**src/rtl/fabric_cfg_pkg.sv**
```systemverilog
// Shared definitions for the Wishbone configuration streamer: register offsets,
// STATUS/CTRL bit positions and the shift-engine state encoding.
package fabric_cfg_pkg;

    localparam int unsigned WORD_W = 32;

    localparam logic [7:0] REG_CTRL   = 8'h00;
    localparam logic [7:0] REG_COLSEL = 8'h04;
    localparam logic [7:0] REG_DATA   = 8'h08;
    localparam logic [7:0] REG_STATUS = 8'h0C;
    localparam logic [7:0] REG_RDBK   = 8'h10;

    localparam int unsigned CTRL_CEN_BIT = 0;
    localparam int unsigned CTRL_SET_BIT = 1;

    localparam int unsigned STAT_BUSY_BIT  = 0;
    localparam int unsigned STAT_EMPTY_BIT = 1;
    localparam int unsigned STAT_FULL_BIT  = 2;
    localparam int unsigned STAT_SETP_BIT  = 3;
    localparam int unsigned STAT_COUNT_LSB = 8;

    typedef enum logic [1:0] {
        ST_IDLE  = 2'd0,
        ST_SHIFT = 2'd1,
        ST_SET   = 2'd2
    } shift_state_e;

endpackage

```
**src/rtl/cfg_word_fifo.sv**
```systemverilog
// Synchronous FIFO holding {column, word} entries; push and pop may coincide,
// including when full.
module cfg_word_fifo #(
    parameter int unsigned WIDTH = 34,
    parameter int unsigned DEPTH = 4
) (
    input  logic                     clk_i,
    input  logic                     rst_i,
    input  logic                     push_i,
    input  logic [WIDTH-1:0]         din_i,
    input  logic                     pop_i,
    output logic [WIDTH-1:0]         dout_o,
    output logic                     full_o,
    output logic                     empty_o,
    output logic [$clog2(DEPTH):0]   count_o
);
    localparam int unsigned AW = $clog2(DEPTH);
    localparam logic [AW:0] FULL_CNT = (AW+1)'(DEPTH);

    logic [WIDTH-1:0] mem_q [DEPTH];
    logic [AW-1:0]    wr_ptr_q, rd_ptr_q;
    logic [AW:0]      count_q;
    logic             do_push, do_pop;

    assign full_o  = (count_q == FULL_CNT);
    assign empty_o = (count_q == '0);
    assign count_o = count_q;
    assign dout_o  = mem_q[rd_ptr_q];
    assign do_pop  = pop_i && !empty_o;
    assign do_push = push_i && (!full_o || do_pop);

    always_ff @(posedge clk_i) begin
        if (rst_i) begin
            wr_ptr_q <= '0;
            rd_ptr_q <= '0;
            count_q  <= '0;
        end else begin
            if (do_push) wr_ptr_q <= wr_ptr_q + 1'b1;
            if (do_pop)  rd_ptr_q <= rd_ptr_q + 1'b1;
            case ({do_push, do_pop})
                2'b10:   count_q <= count_q + 1'b1;
                2'b01:   count_q <= count_q - 1'b1;
                default: count_q <= count_q;
            endcase
        end
    end

    always_ff @(posedge clk_i) begin
        if (do_push) mem_q[wr_ptr_q] <= din_i;
    end

endmodule

```
**src/rtl/wb_bitstream_shifter.sv**
```systemverilog
// Wishbone slave that streams buffered 32-bit words LSB-first into per-column
// configuration chains. Optional chain readback: WB_BITSTREAM_READBACK_EN.
module wb_bitstream_shifter
    import fabric_cfg_pkg::*;
#(
    parameter logic [31:0] BASE_ADDR  = 32'h3000_0000,
    parameter int unsigned NUM_COLS   = 4,
    parameter int unsigned FIFO_DEPTH = 4,
    parameter int unsigned COL_W      = $clog2(NUM_COLS)
) (
    input  logic                wb_clk_i,
    input  logic                wb_rst_i,
    input  logic                wbs_stb_i,
    input  logic                wbs_cyc_i,
    input  logic                wbs_we_i,
    input  logic [3:0]          wbs_sel_i,
    input  logic [31:0]         wbs_data_i,
    input  logic [31:0]         wbs_addr_i,
    output logic                wbs_ack_o,
    output logic [31:0]         wbs_data_o,
    output logic                cen,
    output logic [NUM_COLS-1:0] cfg_data_out,
    output logic [NUM_COLS-1:0] shift_out,
    output logic [NUM_COLS-1:0] set_out,
    input  logic [NUM_COLS-1:0] cfg_data_in
);
    localparam int unsigned FW = WORD_W + COL_W;

    logic                        ack_q, ack_d;
    logic [31:0]                 rdata_q, rdata_d, rd_mux, status, rdbk_word;
    logic                        cen_q, cen_d;
    logic [COL_W-1:0]            colsel_q, colsel_d;
    logic                        set_pending_q, set_pending_d;
    logic                        push_q, push_d;
    logic [FW-1:0]               push_word_q, push_word_d;
    shift_state_e                state_q, state_d;
    logic [WORD_W-1:0]           sr_q, sr_d;
    logic [4:0]                  bitcnt_q, bitcnt_d;
    logic [COL_W-1:0]            col_q, col_d;
    logic [NUM_COLS-1:0]         dirty_q, dirty_d;

    logic [7:0]                  off;
    logic                        req, data_wr, accept, set_req, clear_set, load;
    logic                        fifo_pop, fifo_full, fifo_empty;
    logic [FW-1:0]               fifo_dout;
    logic [$clog2(FIFO_DEPTH):0] fifo_count;

    cfg_word_fifo #(
        .WIDTH (FW),
        .DEPTH (FIFO_DEPTH)
    ) u_fifo (
        .clk_i   (wb_clk_i),
        .rst_i   (wb_rst_i),
        .push_i  (push_q),
        .din_i   (push_word_q),
        .pop_i   (fifo_pop),
        .dout_o  (fifo_dout),
        .full_o  (fifo_full),
        .empty_o (fifo_empty),
        .count_o (fifo_count)
    );

    always_comb begin
        status                            = '0;
        status[STAT_BUSY_BIT]             = (state_q != ST_IDLE);
        status[STAT_EMPTY_BIT]            = fifo_empty;
        status[STAT_FULL_BIT]             = fifo_full;
        status[STAT_SETP_BIT]             = set_pending_q;
        status[STAT_COUNT_LSB +: 8]       = 8'(fifo_count);
    end

    // Pushes are issued the cycle the ack is visible; the full-check is exact
    // because ack_q blocks a new accept while a push is still in flight.
    always_comb begin
        off     = wbs_addr_i[7:0];
        req     = wbs_stb_i && wbs_cyc_i && (wbs_addr_i[31:8] == BASE_ADDR[31:8]);
        data_wr = wbs_we_i && (off == REG_DATA);
        accept  = req && !ack_q && !(data_wr && fifo_full && !fifo_pop);

        ack_d       = accept;
        push_d      = accept && data_wr && (wbs_sel_i == 4'hF);
        push_word_d = {colsel_q, wbs_data_i};

        cen_d   = cen_q;
        set_req = 1'b0;
        if (accept && wbs_we_i && (off == REG_CTRL) && wbs_sel_i[0]) begin
            cen_d   = wbs_data_i[CTRL_CEN_BIT];
            set_req = wbs_data_i[CTRL_SET_BIT];
        end
        set_pending_d = (set_pending_q && !clear_set) || set_req;

        colsel_d = colsel_q;
        if (accept && wbs_we_i && (off == REG_COLSEL)) begin
            for (int unsigned i = 0; i < COL_W; i++) begin
                if (wbs_sel_i[i/8]) colsel_d[i] = wbs_data_i[i];
            end
        end

        case (off)
            REG_CTRL:   rd_mux = 32'(cen_q);
            REG_COLSEL: rd_mux = 32'(colsel_q);
            REG_STATUS: rd_mux = status;
            REG_RDBK:   rd_mux = rdbk_word;
            default:    rd_mux = '0;
        endcase
        rdata_d = (accept && !wbs_we_i) ? rd_mux : '0;
    end

    always_comb begin
        state_d      = state_q;
        sr_d         = sr_q;
        bitcnt_d     = bitcnt_q;
        col_d        = col_q;
        dirty_d      = dirty_q;
        fifo_pop     = 1'b0;
        clear_set    = 1'b0;
        load         = 1'b0;
        cfg_data_out = '0;
        shift_out    = '0;
        set_out      = '0;
        case (state_q)
            ST_IDLE: begin
                if (!fifo_empty)        load    = 1'b1;
                else if (set_pending_q) state_d = ST_SET;
            end
            ST_SHIFT: begin
                cfg_data_out[col_q] = sr_q[0];
                shift_out[col_q]    = 1'b1;
                sr_d                = {1'b0, sr_q[WORD_W-1:1]};
                bitcnt_d            = bitcnt_q + 5'd1;
                if (bitcnt_q == 5'd31) begin
                    if (!fifo_empty) load    = 1'b1;
                    else             state_d = ST_IDLE;
                end
            end
            ST_SET: begin
                set_out   = dirty_q;
                dirty_d   = '0;
                clear_set = 1'b1;
                state_d   = ST_IDLE;
            end
            default: state_d = ST_IDLE;
        endcase
        if (load) begin
            fifo_pop        = 1'b1;
            sr_d            = fifo_dout[WORD_W-1:0];
            col_d           = fifo_dout[FW-1:WORD_W];
            bitcnt_d        = '0;
            dirty_d[col_d]  = 1'b1;
            state_d         = ST_SHIFT;
        end
    end

    always_ff @(posedge wb_clk_i) begin
        if (wb_rst_i) begin
            ack_q         <= '0;
            rdata_q       <= '0;
            cen_q         <= '0;
            colsel_q      <= '0;
            set_pending_q <= '0;
            push_q        <= '0;
            push_word_q   <= '0;
            state_q       <= ST_IDLE;
            sr_q          <= '0;
            bitcnt_q      <= '0;
            col_q         <= '0;
            dirty_q       <= '0;
        end else begin
            ack_q         <= ack_d;
            rdata_q       <= rdata_d;
            cen_q         <= cen_d;
            colsel_q      <= colsel_d;
            set_pending_q <= set_pending_d;
            push_q        <= push_d;
            push_word_q   <= push_word_d;
            state_q       <= state_d;
            sr_q          <= sr_d;
            bitcnt_q      <= bitcnt_d;
            col_q         <= col_d;
            dirty_q       <= dirty_d;
        end
    end

`ifdef WB_BITSTREAM_READBACK_EN
    logic [WORD_W-1:0] cap_q, rdbk_q;

    always_ff @(posedge wb_clk_i) begin
        if (wb_rst_i) begin
            cap_q  <= '0;
            rdbk_q <= '0;
        end else if (state_q == ST_SHIFT) begin
            cap_q <= {cfg_data_in[col_q], cap_q[WORD_W-1:1]};
            if (bitcnt_q == 5'd31) rdbk_q <= {cfg_data_in[col_q], cap_q[WORD_W-1:1]};
        end
    end

    assign rdbk_word = rdbk_q;
`else
    logic unused_cfg_in;
    assign unused_cfg_in = ^cfg_data_in;
    assign rdbk_word     = '0;
`endif

    assign wbs_ack_o  = ack_q;
    assign wbs_data_o = rdata_q;
    assign cen        = cen_q;

endmodule

```
**config.mk**
```make
export PLATFORM = sky130hd
export DESIGN_NAME = wb_bitstream_shifter
export DESIGN_NICKNAME = d
export VERILOG_FILES = /design/src/rtl/fabric_cfg_pkg.sv /design/src/rtl/cfg_word_fifo.sv /design/src/rtl/wb_bitstream_shifter.sv
export SDC_FILE = /design/constraint.sdc
export NUM_CORES = 1
export LEC_CHECK = 0
export CORE_AREA = 2 2 177 179
export CTS_CLUSTER_DIAMETER = 50
export DETAILED_ROUTE_END_ITERATION = 7
export DIE_AREA = 0 0 179 181
export PLACE_DENSITY = 0.54
export SLEW_MARGIN = 5
export SYNTH_ARGS = -nofsm -noshare
export SYNTH_HDL_FRONTEND = slang
export SYNTH_SLANG_ARGS = --single-unit
```
**constraint.sdc**
```tcl
create_clock -name wb_clk_i -period 2.9 [get_ports wb_clk_i]
set_clock_uncertainty 0.15 [all_clocks]
set_input_delay 0.58 -clock wb_clk_i [delete_from_list [all_inputs] [get_ports wb_clk_i]]
set_output_delay 0.58 -clock wb_clk_i [all_outputs]
set_load 0.01 [all_outputs]
```
==> impl_metrics.yaml <==
outcome:
  outcome: "finished clean"
detailed_routing:
  ant_nets: 0
  drtPass1Iterations: 4
  wire_per_inst_um: 14.7
  dr_total_vias: 5143
  drc: 0
  drt_iter0_drc: 322
  via_per_inst: 4.46
  wl_um: 17000
power:
  vdd_drop_max_mv: 0.385
  power_leakage_uw: 0.00382
  power.density_nw_per_um2: 791
  finalPower_uw: 8910
floorplanning:
  dieHeight_um: 181
  rows: 64
  initial_core_util_pct: 29.7
  fp.coreArea_sq_um: 30300
  io_pins: 123
  die_x_um: 179
  dieArea_sq_um: 32400
cells_and_area:
  drive_gt1_share_pct: 13.1
  fin_nets: 822
  utilization_pct: 37.1
  nFillCells: 2880
  n_antenna_cell: 0
  area_growth_pct: 24.9
yosys:
  yosysWarnings: 0
  synth-seq-cells: 237
  syn_area_per_cell_sq_um: 14.1
  synth-edff-count: 136
  ys_seq_area_share_pct: 67.7
  synth_cell_types: 52
  async_reset_ff_share_pct: 0
  syn_inst: 641
  synthFlopType: "edfxtp_1"
  netlist_area_sq_um: 9020
clock_network:
  root_buffer: "clkbuf_16"
  clk_latency_ns: 0.51
  cts_buffer_depth: 3
  clk_pin_slew_ns: 0.06
  post-cts-setup-buffers: 0
  cts_tree: "done"
  cts_max_level: 1
  cts_buffers: 27
  cts.sinks: 237
critical_path:
  critPathKind: "flop to output pin"
  cp-start-kind: "flop"
  arrival_ns: 2.01
  end_kind: "output pin"
  r2r_cells: 8
  crit_fanout: 5
  required_ns: 2.17
sta:
  fin_crit_sh_pct: 94.5
  period_minus_slack_ns: 2.74
  drv_slew: 0
  hold_viol: 0
  setup_viol: 0
  slew_headroom_pct: 47.3
  finalSetupTns_ns: 0
  worstMarginPinSlew_ns: 0.786
  fmax_mhz: 365
  timing.hold.ws_ns: 0.295
  grt_setup_unrepaired: "no"
place:
  gp_congestion: 0.671
  place_hpwl_um: 10100
  portBuffers: 93
flow_run:
  drv_cap: 0
hold_path:
  holdPathStages: 2
  min_path_type: "flop to flop"
grt:
  grt_overflow: 0
  grt_pass1_wl_um: 27800
  antenna_found_initial: 0
  track_usage_pct: 10.7
  grt_pass1_vias: 5227
  grt_max_degree: 65
through the flow:
step                      setup slack [ns]  instances  instance area, sq um
after floorplan                      0.132        665                  9110
after global placement              0.0519       1105                 10400
after detailed placement            0.0279       1105                 10400
after CTS                           0.0495       1154                 11300
after global routing                0.0504       1154                 11300
final                                0.160       1154                 11300
final timing paths:
path	start	end	slack, ns
max	state_q[1]	cfg_data_out[0]	0.16
max reg2reg	bitcnt_q[0]	u_fifo.count_o[0]	0.30
min	dirty_q[2]	dirty_q[2]	0.29
min reg2reg	dirty_q[2]	dirty_q[2]	0.29
critical path: stages, from the launching register on:
cell and delay (ns):
dfxtp_1 0.36, nand2b_1 0.25, nor4b_1 0.31, clkdlybuf4s50_1 0.59
layout make-up:
type / count / area (sq um) / area share (%)
clock buffer: 37 / 733 / 6.51
clock inverter: 12 / 124 / 1.10
inverter: 8 / 30.0 / 0.267
multi-input combinational: 358 / 2640 / 23.5
sequential: 237 / 6110 / 54.2
tap: 396 / 495 / 4.40
timing repair buffer: 106 / 1130 / 10.0
layout by cell type (no fill, tap or decap), drive strengths merged, types with 8 or more instances in the layout:
master,n
a311oi,31
and3,11
buf,14
clkbuf,37
clkdlybuf4s50,92
clkinv,8
conb,25
dfxtp,101
edfxtp,136
inv,10
mux4,34
nand2,80
nor2,55
nor2b,39
nor3,10
where the power goes:
part	internal [uW]	switching, uW
Combinational	778	945
Sequential	3790	188
Clock	1950	1260
routing by layer:
layer  up-vias  wire length (um)  GRT usage (%)
li1       2505                 -              -
met1      2508              7710           14.5
met2       110              8260           17.6
met3        20               808           2.17
met4         0               244           2.67
met5         -                 0              0
Yosys cell counts (2+ instances only):
cell / instances / area share, %
a21oi_1: 7 / 0.39
a22oi_1: 2 / 0.17
a311oi_1: 31 / 3.0
and2_1: 5 / 0.35
and3_1: 11 / 0.76
buf_2: 12 / 0.67
buf_4: 25 / 2.1
clkbuf_1: 24 / 1.0
dfxtp_1: 101 / 22
edfxtp_1: 136 / 45
ha_1: 6 / 0.83
inv_1: 8 / 0.33
mux2_1: 3 / 0.37
mux2i_1: 3 / 0.33
mux4_2: 34 / 8.5
nand2_1: 79 / 3.3
nand2b_1: 2 / 0.14
nand4_1: 5 / 0.35
nor2_1: 55 / 2.3
nor2b_1: 39 / 2.7
nor3_1: 8 / 0.44
nor3_2: 2 / 0.22
nor3b_1: 3 / 0.25
nor4_1: 5 / 0.35
o21ai_0: 2 / 0.11
or4_1: 2 / 0.17
xnor2_1: 3 / 0.29
xor2_1: 4 / 0.39
registers in the layout, indices dropped and copies added (netlist names), 2 cells and up, named ones only:
name             cells
u_fifo.mem_q       136
push_word_q         34
sr_q                32
wbs_data_o           7
bitcnt_q             5
dirty_q              4
u_fifo.count_o       3
col_q                2
colsel_q             2
state_q              2
u_fifo.rd_ptr_q      2
u_fifo.wr_ptr_q      2
what timing repair did:
action                     4_1_cts  5_1_grt
hold buffers                     0        0
hold endpoints to repair         0        0
cloned                           0        0
setup endpoints to repair        1        2
pin swaps                        0        0
resized for setup                1        2
cell families after synthesis:
group	after synthesis	share of synthesized area, %
buffers and inverters	70	4.12
other	1	0.0416
flip-flops	237	67.7
AND/OR/NAND/NOR	229	12.7
AO/OA/AOI/OAI	49	4.32
multiplexers	41	9.33
XOR/XNOR	7	0.680
adder cells (fa/ha/maj)	7	1.05
Power figures use the tool's default switching activity.
